==> config.mk <==
export PLATFORM = sky130hd
export DESIGN_NAME = fetch_s
export DESIGN_NICKNAME = d
export VERILOG_FILES = /design/src/rtl/cpu_pkg_s.sv /design/src/rtl/fetch_s.sv
export SDC_FILE = /design/constraint.sdc
export NUM_CORES = 1
export LEC_CHECK = 0
export CAP_MARGIN = 20
export CELL_PAD_IN_SITES_DETAIL_PLACEMENT = 0
export CELL_PAD_IN_SITES_GLOBAL_PLACEMENT = 1
export CORE_MARGIN = 1
export CORE_UTILIZATION = 37
export CTS_BUF_LIST = sky130_fd_sc_hd__clkbuf_4 sky130_fd_sc_hd__clkbuf_8
export DETAILED_ROUTE_END_ITERATION = 6
export HOLD_SLACK_MARGIN = 0.05
export PLACE_DENSITY = 0.93
export SETUP_SLACK_MARGIN = 0.02
export SYNTH_ARGS = -nofsm -noshare
export SYNTH_HDL_FRONTEND = slang
export SYNTH_SLANG_ARGS = --single-unit
==> constraint.sdc <==
create_clock -name clk -period 4.98 [get_ports clk]
set_clock_uncertainty 0.1 [all_clocks]
set_input_delay 0.996 -clock clk [delete_from_list [all_inputs] [get_ports clk]]
set_output_delay 0.996 -clock clk [all_outputs]
set_load 0.02 [all_outputs]
==> src/rtl/cpu_pkg_s.sv <==
// ============================================================================
// cpu_pkg_s : shared CPU types and constants (fetch FSM states, opcodes, NOP)
// Revision  : 1.0
// ============================================================================
`default_nettype none

package cpu_pkg_s;

  localparam int XLEN = 32;

  localparam logic [XLEN-1:0] NOP_INSTR = 32'h0000_0013;

  typedef enum logic [1:0] {
    S_REQ   = 2'd0,
    S_WAIT  = 2'd1,
    S_DRAIN = 2'd2
  } fetch_state_t;

  // RV32I major opcodes used by the decoder
  localparam logic [6:0] OPC_LUI    = 7'b0110111;
  localparam logic [6:0] OPC_AUIPC  = 7'b0010111;
  localparam logic [6:0] OPC_JAL    = 7'b1101111;
  localparam logic [6:0] OPC_JALR   = 7'b1100111;
  localparam logic [6:0] OPC_BRANCH = 7'b1100011;
  localparam logic [6:0] OPC_LOAD   = 7'b0000011;
  localparam logic [6:0] OPC_STORE  = 7'b0100011;
  localparam logic [6:0] OPC_OP_IMM = 7'b0010011;
  localparam logic [6:0] OPC_OP     = 7'b0110011;
  localparam logic [6:0] OPC_SYSTEM = 7'b1110011;

endpackage

`default_nettype wire

==> src/rtl/fetch_s.sv <==
// ============================================================================
// fetch_s : instruction fetch stage, one outstanding imem request, IF/ID reg
// Revision: 1.0
// ============================================================================
`default_nettype none

module fetch_s
  import cpu_pkg_s::*;
#(
  parameter logic [XLEN-1:0] RESET_PC = 32'h0000_0000,
  parameter logic [XLEN-1:0] PC_STEP  = 32'd4
) (
  input  logic            clk,
  input  logic            rst,
  output logic            imem_req_valid,
  input  logic            imem_req_ready,
  output logic [XLEN-1:0] imem_req_addr,
  input  logic            imem_rsp_valid,
  input  logic [XLEN-1:0] imem_rsp_data,
  input  logic            redirect_valid,
  input  logic [XLEN-1:0] redirect_pc,
  input  logic            id_ready,
  output logic            id_valid,
  output logic [XLEN-1:0] id_instr,
  output logic [XLEN-1:0] id_pc
);

  fetch_state_t    state_q;
  fetch_state_t    state_d;
  logic [XLEN-1:0] pc_q;
  logic [XLEN-1:0] pend_pc_q;
  logic            slot_free;
  logic            req_fire;
  logic            capture;

  assign imem_req_addr = pc_q;

  // Requests only go out when the output slot will be free, so a capture
  // can never overwrite an unconsumed instruction.
  always_comb begin
    slot_free      = !id_valid || id_ready;
    imem_req_valid = !rst && (state_q == S_REQ) && slot_free && !redirect_valid;
    req_fire       = imem_req_valid && imem_req_ready;
    capture        = (state_q == S_WAIT) && imem_rsp_valid && !redirect_valid;
  end

  always_comb begin
    state_d = state_q;
    case (state_q)
      S_REQ:   if (req_fire) state_d = S_WAIT;
      S_WAIT:  if (imem_rsp_valid) state_d = S_REQ;
               else if (redirect_valid) state_d = S_DRAIN;
      S_DRAIN: if (imem_rsp_valid) state_d = S_REQ;
      default: state_d = S_REQ;
    endcase
  end

  always_ff @(posedge clk or posedge rst) begin
    if (rst) begin
      state_q <= S_REQ;
    end else begin
      state_q <= state_d;
    end
  end

  always_ff @(posedge clk or posedge rst) begin
    if (rst) begin
      pc_q      <= RESET_PC;
      pend_pc_q <= '0;
    end else if (redirect_valid) begin
      pc_q <= {redirect_pc[XLEN-1:2], 2'b00};
    end else if (req_fire) begin
      pend_pc_q <= pc_q;
      pc_q      <= pc_q + PC_STEP;
    end
  end

  always_ff @(posedge clk or posedge rst) begin
    if (rst) begin
      id_valid <= 1'b0;
      id_instr <= NOP_INSTR;
      id_pc    <= '0;
    end else if (redirect_valid) begin
      id_valid <= 1'b0;
    end else if (capture) begin
      id_valid <= 1'b1;
      id_instr <= imem_rsp_data;
      id_pc    <= pend_pc_q;
    end else if (id_ready) begin
      id_valid <= 1'b0;
    end
  end

endmodule

`default_nettype wire

==> results of run 1 <==
## worst max-delay path: stages
cell and delay, ns:
clkdlybuf4s50_1 0.49, or4_1 0.65, nor2_1 0.14, clkdlybuf4s50_1 0.63
## area by class of cell
cell class | instances | area, µm² | share of cell area
clock buffer | 24 | 305 | 0.0395
sequential | 125 | 3130 | 0.405
tap | 184 | 230 | 0.0298
clock inverter | 7 | 135 | 0.0175
multi-input combinational | 328 | 2220 | 0.287
inverter | 8 | 32.5 | 0.00421
timing repair buffer | 168 | 1680 | 0.217
## flip-flops by register name, indices dropped and copies added (netlist names)
register and flops:
id_instr 32, id_pc 30, id_valid 1, imem_req_addr 30, pend_pc_q 30, state_q 2
## layout by cell type (no fill, tap or decap), types with 4 or more instances in the layout
cell type	n
mux2_2	62
or4_1	15
o211ai_1	14
nand4_1	10
a21o_1	4
nand2_1	101
dfrtp_1	122
nor3_1	6
clkbuf_4	4
clkdlybuf4s50_1	161
conb_1	4
a22oi_1	12
clkbuf_8	20
nand3_1	19
buf_4	6
bufinv_16	4
a21oi_1	5
nor2_1	6
o311ai_1	8
a221o_1	9
o21ai_0	11
or3_1	5
inv_1	7
## layer usage
| metal | part of all wire | vias to the layer above | GRT usage | routed length [µm] |
|---|---|---|---|---|
| li1 | - | 2105 | - | - |
| met1 | 0.45 | 2166 | 0.253 | 6230 |
| met2 | 0.47 | 194 | 0.288 | 6530 |
| met3 | 0.073 | 18 | 0.0435 | 1020 |
| met4 | 0.014 | 0 | 0.0789 | 193 |
| met5 | 0 | - | 0 | 0 |
## stage by stage
step                total power [W]  area (µm²)  worst slack (ns)  hold WS, ns
floorplan                   0.00197        5530             0.561        0.340
global placement            0.00250        7290             0.992        0.354
detailed placement          0.00253        7290             0.975        0.361
CTS                         0.00353        7730             0.981        0.377
global route                0.00367        7730             0.915        0.399
finish                      0.00348        7730             0.984        0.373
## power groups by stage
stage | sequential, W | combinational [W] | clock, W
after CTS | 0.00145 | 0.00107 | 0.00101
after floorplan | 0.00168 | 0.000291 | 0
after detailed placement | 0.00147 | 0.00107 | 0
after global routing | 0.00149 | 0.00114 | 0.00105
after global placement | 0.00145 | 0.00105 | 0
final | 0.00145 | 0.00106 | 0.000977
## cell families after synthesis
kind of cell | after synthesis
flops | 125
buf+inv | 42
mux | 62
fa+ha+maj | 1
xor+xnor | 1
compound gates | 69
simple gates | 191
other cells | 1
## worst max path at each step
stage | to | slack, ns | from
floorplan | id_instr[10] | 0.56 | rst
global placement | imem_req_valid | 0.99 | rst
detailed placement | imem_req_valid | 0.98 | rst
CTS | imem_req_valid | 0.98 | rst
global route | imem_req_valid | 0.92 | rst
finish | imem_req_valid | 0.98 | rst
==> results.yml, run 1 <==
worst_setup_path:
  startpoint_type: "input pin"
  timing_worst_setup_path_type: "input pin to output pin"
  crit_fanout: 4
  reg2regPathDepth: 4
  reg2reg_to: "imem_req_addr[21]"
  crit_path_end_kind: "output pin"
  ff2ff_setup_slack_ns: 2.48
  crit_required_ns: 3.88
  worstPathArrival_ns: 2.90
  r2r_start: "imem_req_addr[4]"
power_and_ir_drop:
  power_density_mw_per_mm2: 450
  p_switching_w: 0.00104
  vdd_drop_max_uv: 208
  internal_power_w: 0.00244
  clkPwrFrac: 0.281
  leakage_nw: 3.30
  power_frac_seq: 0.416
  comb_power_share: 0.303
  switching_share: 0.300
synth:
  synthMuxAreaShare: 0.127
  ys_types: 47
  synth_adder_area_share: 0.00227
  ys_warn_count: 0
  synth_area_leaders: "dfrtp_1 (55%), mux2_2 (13%), nand2_1 (6.9%)"
  ys_async_sr_fraction: 1.00
  synth_area_per_cell_um2: 11.2
  synth_commonest_cells: "dfrtp_1 (122), nand2_1 (101), mux2_2 (62), nand3_1 (20)"
  yosys.area_share.simple: 0.173
  syn_inst: 492
  netlist_area_mm2: 0.00552
  yosysMostFrequentCell: "dfrtp_1"
  yosysSeqAreaShare: 0.568
  synth_top_family_by_area: "simple AND/OR/NAND/NOR gates"
  synth_top_area_frac: 0.553
  synth_compound_area_frac: 0.0923
  synth_top_cell_by_area: "dfrtp_1"
  synth_xor_xnor_area_share: 0.00159
  synthFlopType: "dfrtp_1"
  synth_edf_count: 0
  synth-seq-cells: 125
cells_and_area:
  drive_gt1_frac: 0.170
  fin_util: 0.532
  nFillCells: 1280
  layout.cells.non_filler: 844
  syn_to_final_growth_pct: 40.0
  num_antenna_cells: 0
  fin_nets: 719
sta:
  min_period_over_period: 0.802
  hold_viol_final: 0
  period_needed_ns: 4.00
  worst_slew_pin_slew_ns: 0.864
  fmax_ghz: 0.250
  fin_tns_setup_ns: 0
  drv_slew: 0
  grt_setup_unrepaired: "no"
  max_slew_margin: 0.424
  setup_viol: 0
die:
  die_x_um: 124
  die_h_um: 124
  ios: 168
  core_mm2: 0.0145
  placementRows: 44
  dieArea_mm2: 0.0154
  initial_core_util: 0.380
route:
  drt_iter0_drc: 327
  vias: 4483
  wl_um: 14000
  wire_per_inst_um: 16.6
  antenna_left: 0
  viasPerCell: 5.31
  drc_errors: 0
  dr.pass1.iters: 4
job:
  drv_cap: 0
clock_tree:
  cts_max_level: 4
  holdBufCountCts: 0
  clk_pin_slew_ns: 0.07
  insertion_delay_ns: 0.43
  cts_setup_buffers: 0
  clockBufferDepth: 2
  cts_tree: "done"
  cts_buffers: 17
  root_buffer: "clkbuf_8"
  clock-sinks: 125
  cts_resized: 0
global_routing:
  antenna_found_initial: 0
  grt_max_degree: 72
  track_usage: 0.187
  overflow: 0
  grt_first_pass_wirelength_um: 21800
  grt_pass1_vias: 4244
min_path:
  holdPathStages: 2
  hold_path_end: "pend_pc_q[18]"
  hold_path_startpoint: "pend_pc_q[18]"
  hp-class: "register to register"
placed_design:
  gp_congestion: 0.823
  dp_hpwl_um: 9330
  port_buffers: 161
  place_inst: 813
run_status:
  outcome: "completed"
(Power assumes the default switching activity.)
==> run 2: changes to the inputs <==
==> constraint.sdc (replaced) <==
create_clock -name clk -period 4.1 [get_ports clk]
set_clock_uncertainty 0.1 [all_clocks]
set_input_delay 0.82 -clock clk [delete_from_list [all_inputs] [get_ports clk]]
set_output_delay 0.82 -clock clk [all_outputs]
set_load 0.02 [all_outputs]
==> run 2 against run 1 <==
  * Non-clock buffer count is 1 higher
  * Largest power group unchanged
  * Clock-buffer cell count is 1 lower
  * Setup slack got worse by 0.51 ns
  * Register-to-register slack worse by 0.83 ns
  * Critical endpoint unchanged
  * Worst hold slack is essentially flat
  * Clock power increased by 15%
  * Wire length increased by 0.47%
  * Global-route usage up 0.20 points
==> results.yml, run 2 (synthesized netlist as in run 1, its figures left out) <==
die:
  die_h_um: 124
  initial_core_util: 0.380
  dieArea_mm2: 0.0154
  die_x_um: 124
  ios: 168
  core_mm2: 0.0145
  placementRows: 44
cells_and_area:
  final_cell_mix: "clkdlybuf4s50_1 (161), dfrtp_1 (122), nand2_1 (101)"
  syn_to_final_growth_pct: 39.7
  final_common_cell: "clkdlybuf4s50_1"
  nFillCells: 1300
  num_antenna_cells: 0
  layout.cells.non_filler: 844
  seq_area_mm2: 0.00313
  fin_nets: 720
  multi_input_area_mm2: 0.00222
  drive_gt1_frac: 0.170
  largest-register: "id_instr"
  largest_reg_flops: 32
worst_setup_path:
  worstPathArrival_ns: 2.71
  path_buf_inv: 2
  reg2reg_to: "imem_req_addr[21]"
  critPathTopFamily: "buffers and inverters"
  critPathMaxStageDelay_ns: 0.65
  crit_path_end_kind: "output pin"
  crit_start: "rst"
  crit_required_ns: 3.18
  crit_fanout: 4
  cpMaxStageDelayCell: "or4_1"
  worst_path_most_repeated_cell: "clkdlybuf4s50_1"
  r2r_start: "imem_req_addr[7]"
  reg2regPathDepth: 4
  ff2ff_setup_slack_ns: 1.65
  worstPathCellList: "clkdlybuf4s50_1 > or4_1 > nor2_1 > clkdlybuf4s50_1"
  timing_worst_setup_path_type: "input pin to output pin"
  startpoint_type: "input pin"
placed_design:
  gp_congestion: 0.838
  port_buffers: 161
  place_inst: 814
  dp_hpwl_um: 9410
sta:
  grt_setup_unrepaired: "no"
  fin_tns_setup_ns: 0
  setup_viol: 0
  worst_slew_pin_slew_ns: 0.717
  hold_viol_final: 0
  max_slew_margin: 0.520
  period_needed_ns: 3.63
  min_period_over_period: 0.885
  drv_slew: 0
  fmax_ghz: 0.276
route:
  wl_um: 14000
  vias: 4488
  drc_errors: 0
  viasPerCell: 5.32
  drt_iter0_drc: 386
  antenna_left: 0
  wire_per_inst_um: 16.6
  dr.pass1.iters: 5
clock_tree:
  insertion_delay_ns: 0.43
  cts_buffers: 17
  holdBufCountCts: 0
  clk_pin_slew_ns: 0.06
  cts_setup_buffers: 0
  root_buffer: "clkbuf_8"
  clockBufferDepth: 2
  cts_resized: 0
  clock-sinks: 125
  cts_tree: "done"
  cts_max_level: 4
power_and_ir_drop:
  vdd_drop_max_uv: 208
  leakage_nw: 3.29
  power_density_mw_per_mm2: 539
global_routing:
  grt_max_degree: 126
  antenna_found_initial: 0
  track_usage: 0.189
  grt_pass1_vias: 4356
  grt_first_pass_wirelength_um: 22000
  overflow: 0
min_path:
  hp-class: "register to register"
  hold_path_startpoint: "pend_pc_q[20]"
  holdPathStages: 2
  hold_path_end: "pend_pc_q[20]"
run_status:
  outcome: "completed"
job:
  drv_cap: 0
==> run 2: changes by cell type in the layout (fill, tap and decap cells not counted), sizes merged <==
cell      delta
clkinvlp     +2
bufinv       -1
buf          +1
inv          -1
clkbuf       -1
==> run 2: worst max path at each step <==
stage	end	cells after the start
CTS	imem_req_valid	4
global route	imem_req_valid	4
finish	imem_req_valid	4
global placement	imem_req_valid	4
floorplan	imem_req_valid	2
detailed placement	imem_req_valid	4
==> run 2: per-stage QoR <==
| step | cell area, µm² | utilization | total power, W | setup slack, ns | hold WS (ns) |
|---|---|---|---|---|---|
| after global routing | 7710 | 0.530 | 0.00440 | 0.402 | 0.396 |
| after detailed placement | 7300 | 0.502 | 0.00308 | 0.476 | 0.358 |
| final | 7710 | 0.530 | 0.00415 | 0.471 | 0.373 |
| after floorplan | 5530 | - | 0.00239 | 1.44 | 0.340 |
| after global placement | 7300 | 0.502 | 0.00304 | 0.473 | 0.354 |
| after CTS | 7710 | 0.530 | 0.00421 | 0.463 | 0.375 |
==> run 2: layout make-up <==
type	count	share of cell area
inverter	8	0.00438
timing repair buffer	169	0.219
tap	184	0.0299
clock buffer	23	0.0386
multi-input combinational	328	0.288
sequential	125	0.406
clock inverter	7	0.0146
==> run 2: power breakdown <==
group / leakage (nW) / internal (W) / switching, W
clock: 0.212 / 0.000660 / 0.000455
combinational: 1.51 / 0.000678 / 0.000603
sequential: 1.57 / 0.00155 / 0.000210
total: 3.29 / 0.00289 / 0.00127
==> run 2: routing by layer <==
metal	share of wire	vias to the layer above	GRT usage
li1	-	2094	-
met1	0.44	2181	0.242
met2	0.47	196	0.302
met3	0.081	17	0.0609
met4	0.012	0	0.0640
met5	0	-	0
==> run 2: worst reg2reg max path: cells and delay by family (launching register included) <==
kind             cells  cell delay [ns]
AND/OR/NAND/NOR      3             1.50
flip-flops           1             0.48
AO/OA/AOI/OAI        1             0.27
==> run 3: changes to the inputs <==
--- a/config.mk
+++ b/config.mk
@@ -9,11 +9,11 @@
 export CELL_PAD_IN_SITES_DETAIL_PLACEMENT = 0
 export CELL_PAD_IN_SITES_GLOBAL_PLACEMENT = 1
 export CORE_MARGIN = 1
-export CORE_UTILIZATION = 37
-export CTS_BUF_LIST = sky130_fd_sc_hd__clkbuf_4 sky130_fd_sc_hd__clkbuf_8
+export CORE_UTILIZATION = 36
+export CTS_BUF_LIST = sky130_fd_sc_hd__clkbuf_4 sky130_fd_sc_hd__clkbuf_8 sky130_fd_sc_hd__clkbuf_16
 export DETAILED_ROUTE_END_ITERATION = 6
 export HOLD_SLACK_MARGIN = 0.05
-export PLACE_DENSITY = 0.93
+export PLACE_DENSITY = 0.91
 export SETUP_SLACK_MARGIN = 0.02
 export SYNTH_ARGS = -nofsm -noshare
 export SYNTH_HDL_FRONTEND = slang
==> run 3 against run 2 <==
  * Clock-buffer cell count up 4
  * Register-to-register slack about the same
  * Maximum frequency about the same
  * Combinational power about the same
  * Highest routed layer unchanged
  * Largest power group unchanged
  * Setup slack worse by 0.0020 ns
  * Critical path depth unchanged
  * Sequential cell count unchanged
  * Worst hold slack worse by 0.0058 ns
  * Total power up 10%
  * Sequential share of layout area down 1.2 points
  * Utilization up 0.74 points
  * Global-route usage down 0.31 points
==> results.yml, run 3 (synthesized netlist as in run 1, its figures left out) <==
global_routing:
  grt_first_pass_wirelength_um: 23100
  overflow: 0
  antenna_found_initial: 0
  grt_max_degree: 73
  grt_pass1_vias: 4418
  track_usage: 0.186
die:
  dieArea_mm2: 0.0158
  initial_core_util: 0.374
  ios: 168
  core_mm2: 0.0148
  die_x_um: 126
  placementRows: 44
  die_h_um: 126
worst_setup_path:
  worstPathCellList: "clkdlybuf4s50_1 > or4_1 > nor2_1 > clkdlybuf4s50_1"
  timing_worst_setup_path_type: "input pin to output pin"
  worstPathArrival_ns: 2.71
  crit_path_end_kind: "output pin"
  cpMaxStageDelayCell: "or4_1"
  critPathMaxStageDelay_ns: 0.66
  startpoint_type: "input pin"
  cp.depth: 4
  critPathTopFamily: "buffers and inverters"
  crit_required_ns: 3.18
  reg2regPathDepth: 4
  ff2ff_setup_slack_ns: 1.65
  path_buf_inv: 2
  worst_path_most_repeated_cell: "clkdlybuf4s50_1"
  crit_fanout: 4
clock_tree:
  holdBufCountCts: 0
  clk_pin_slew_ns: 0.05
  clock-sinks: 125
  cts_setup_buffers: 0
  cts_max_level: 4
  cts_tree: "done"
  cts_buffers: 17
  insertion_delay_ns: 0.41
  clockBufferDepth: 2
  root_buffer: "clkbuf_16"
  cts_resized: 0
sta:
  hold_viol_final: 0
  fmax_ghz: 0.275
  max_slew_margin: 0.558
  period_needed_ns: 3.63
  setup_viol: 0
  grt_setup_unrepaired: "no"
  fin_tns_setup_ns: 0
  worst_slew_pin_slew_ns: 0.663
  drv_slew: 0
  min_period_over_period: 0.886
job:
  drv_cap: 0
cells_and_area:
  fin_nets: 720
  nFillCells: 1296
  syn_to_final_growth_pct: 43.8
  final_common_cell: "clkdlybuf4s50_1"
  final_cell_mix: "clkdlybuf4s50_1 (161), dfrtp_1 (122), nand2_1 (101)"
  largest_reg_flops: 32
  layout.cells.non_filler: 845
  largest-register: "id_instr"
  multi_input_area_mm2: 0.00222
  num_antenna_cells: 0
  drive_gt1_frac: 0.171
  seq_area_mm2: 0.00313
min_path:
  hp-class: "register to register"
  holdPathStages: 2
placed_design:
  place_inst: 814
  dp_hpwl_um: 9470
  port_buffers: 161
  gp_congestion: 0.805
power_and_ir_drop:
  leakage_nw: 3.39
  vdd_drop_max_uv: 287
  power_density_mw_per_mm2: 578
route:
  viasPerCell: 5.24
  vias: 4424
  dr.pass1.iters: 5
  drc_errors: 0
  antenna_left: 0
  wire_per_inst_um: 16.5
  wl_um: 14000
  drt_iter0_drc: 369
run_status:
  outcome: "completed"
[run 3: cell count changes in the layout (fill, tap and decap cells not counted), sizes merged]
cell / change
clkbuf: +4
bufinv: -1
clkinvlp: -1
clkinv: -1
[run 3: final timing paths]
kind                                           to        startpoint
worst min-delay path                pend_pc_q[15]     pend_pc_q[15]
max in group asynchronous            pend_pc_q[3]               rst
min in group asynchronous              state_q[1]               rst
worst max register to register  imem_req_addr[21]  imem_req_addr[7]
worst min register to register      pend_pc_q[15]     pend_pc_q[15]
worst max-delay path               imem_req_valid               rst
[run 3: cell type report]
class | count | share of cell area
clock buffer | 27 | 0.0694
clock inverter | 4 | 0.00931
timing repair buffer | 169 | 0.214
multi-input combinational | 328 | 0.279
inverter | 8 | 0.00426
sequential | 125 | 0.395
tap | 184 | 0.0290
[run 3: power by group]
| part | switching, W | internal, W | total [W] | leakage (nW) |
|---|---|---|---|---|
| logic | 0.000608 | 0.000679 | 0.00129 | 1.51 |
| clock network | 0.000504 | 0.00103 | 0.00154 | 0.313 |
| registers | 0.000207 | 0.00155 | 0.00176 | 1.57 |
[run 3: tightest hold or removal path: cells and delay by family, from the launching register on]
kind          cells  cell delay (ns)
simple gates      2             0.10
flops             1             0.33
[run 3: through the flow]
step | hold slack (ns) | total power (W) | setup WS [ns] | cell area [µm²] | utilization
final | 0.367 | 0.00458 | 0.469 | 7930 | 0.538
after global routing | 0.399 | 0.00481 | 0.381 | 7930 | 0.538
after CTS | 0.374 | 0.00464 | 0.455 | 7930 | 0.538
after detailed placement | 0.358 | 0.00308 | 0.464 | 7310 | 0.495
after global placement | 0.354 | 0.00304 | 0.471 | 7310 | 0.495
after floorplan | 0.340 | 0.00239 | 1.44 | 5530 | -
[run 3: metal layers]
metal	part of all wire	wire [µm]	vias to the layer above	global-route usage
met4	0.010	143	0	0.0737
met1	0.46	6480	2125	0.252
met5	0	0	-	0
met3	0.060	841	14	0.0467
li1	-	-	2102	-
met2	0.47	6500	183	0.288
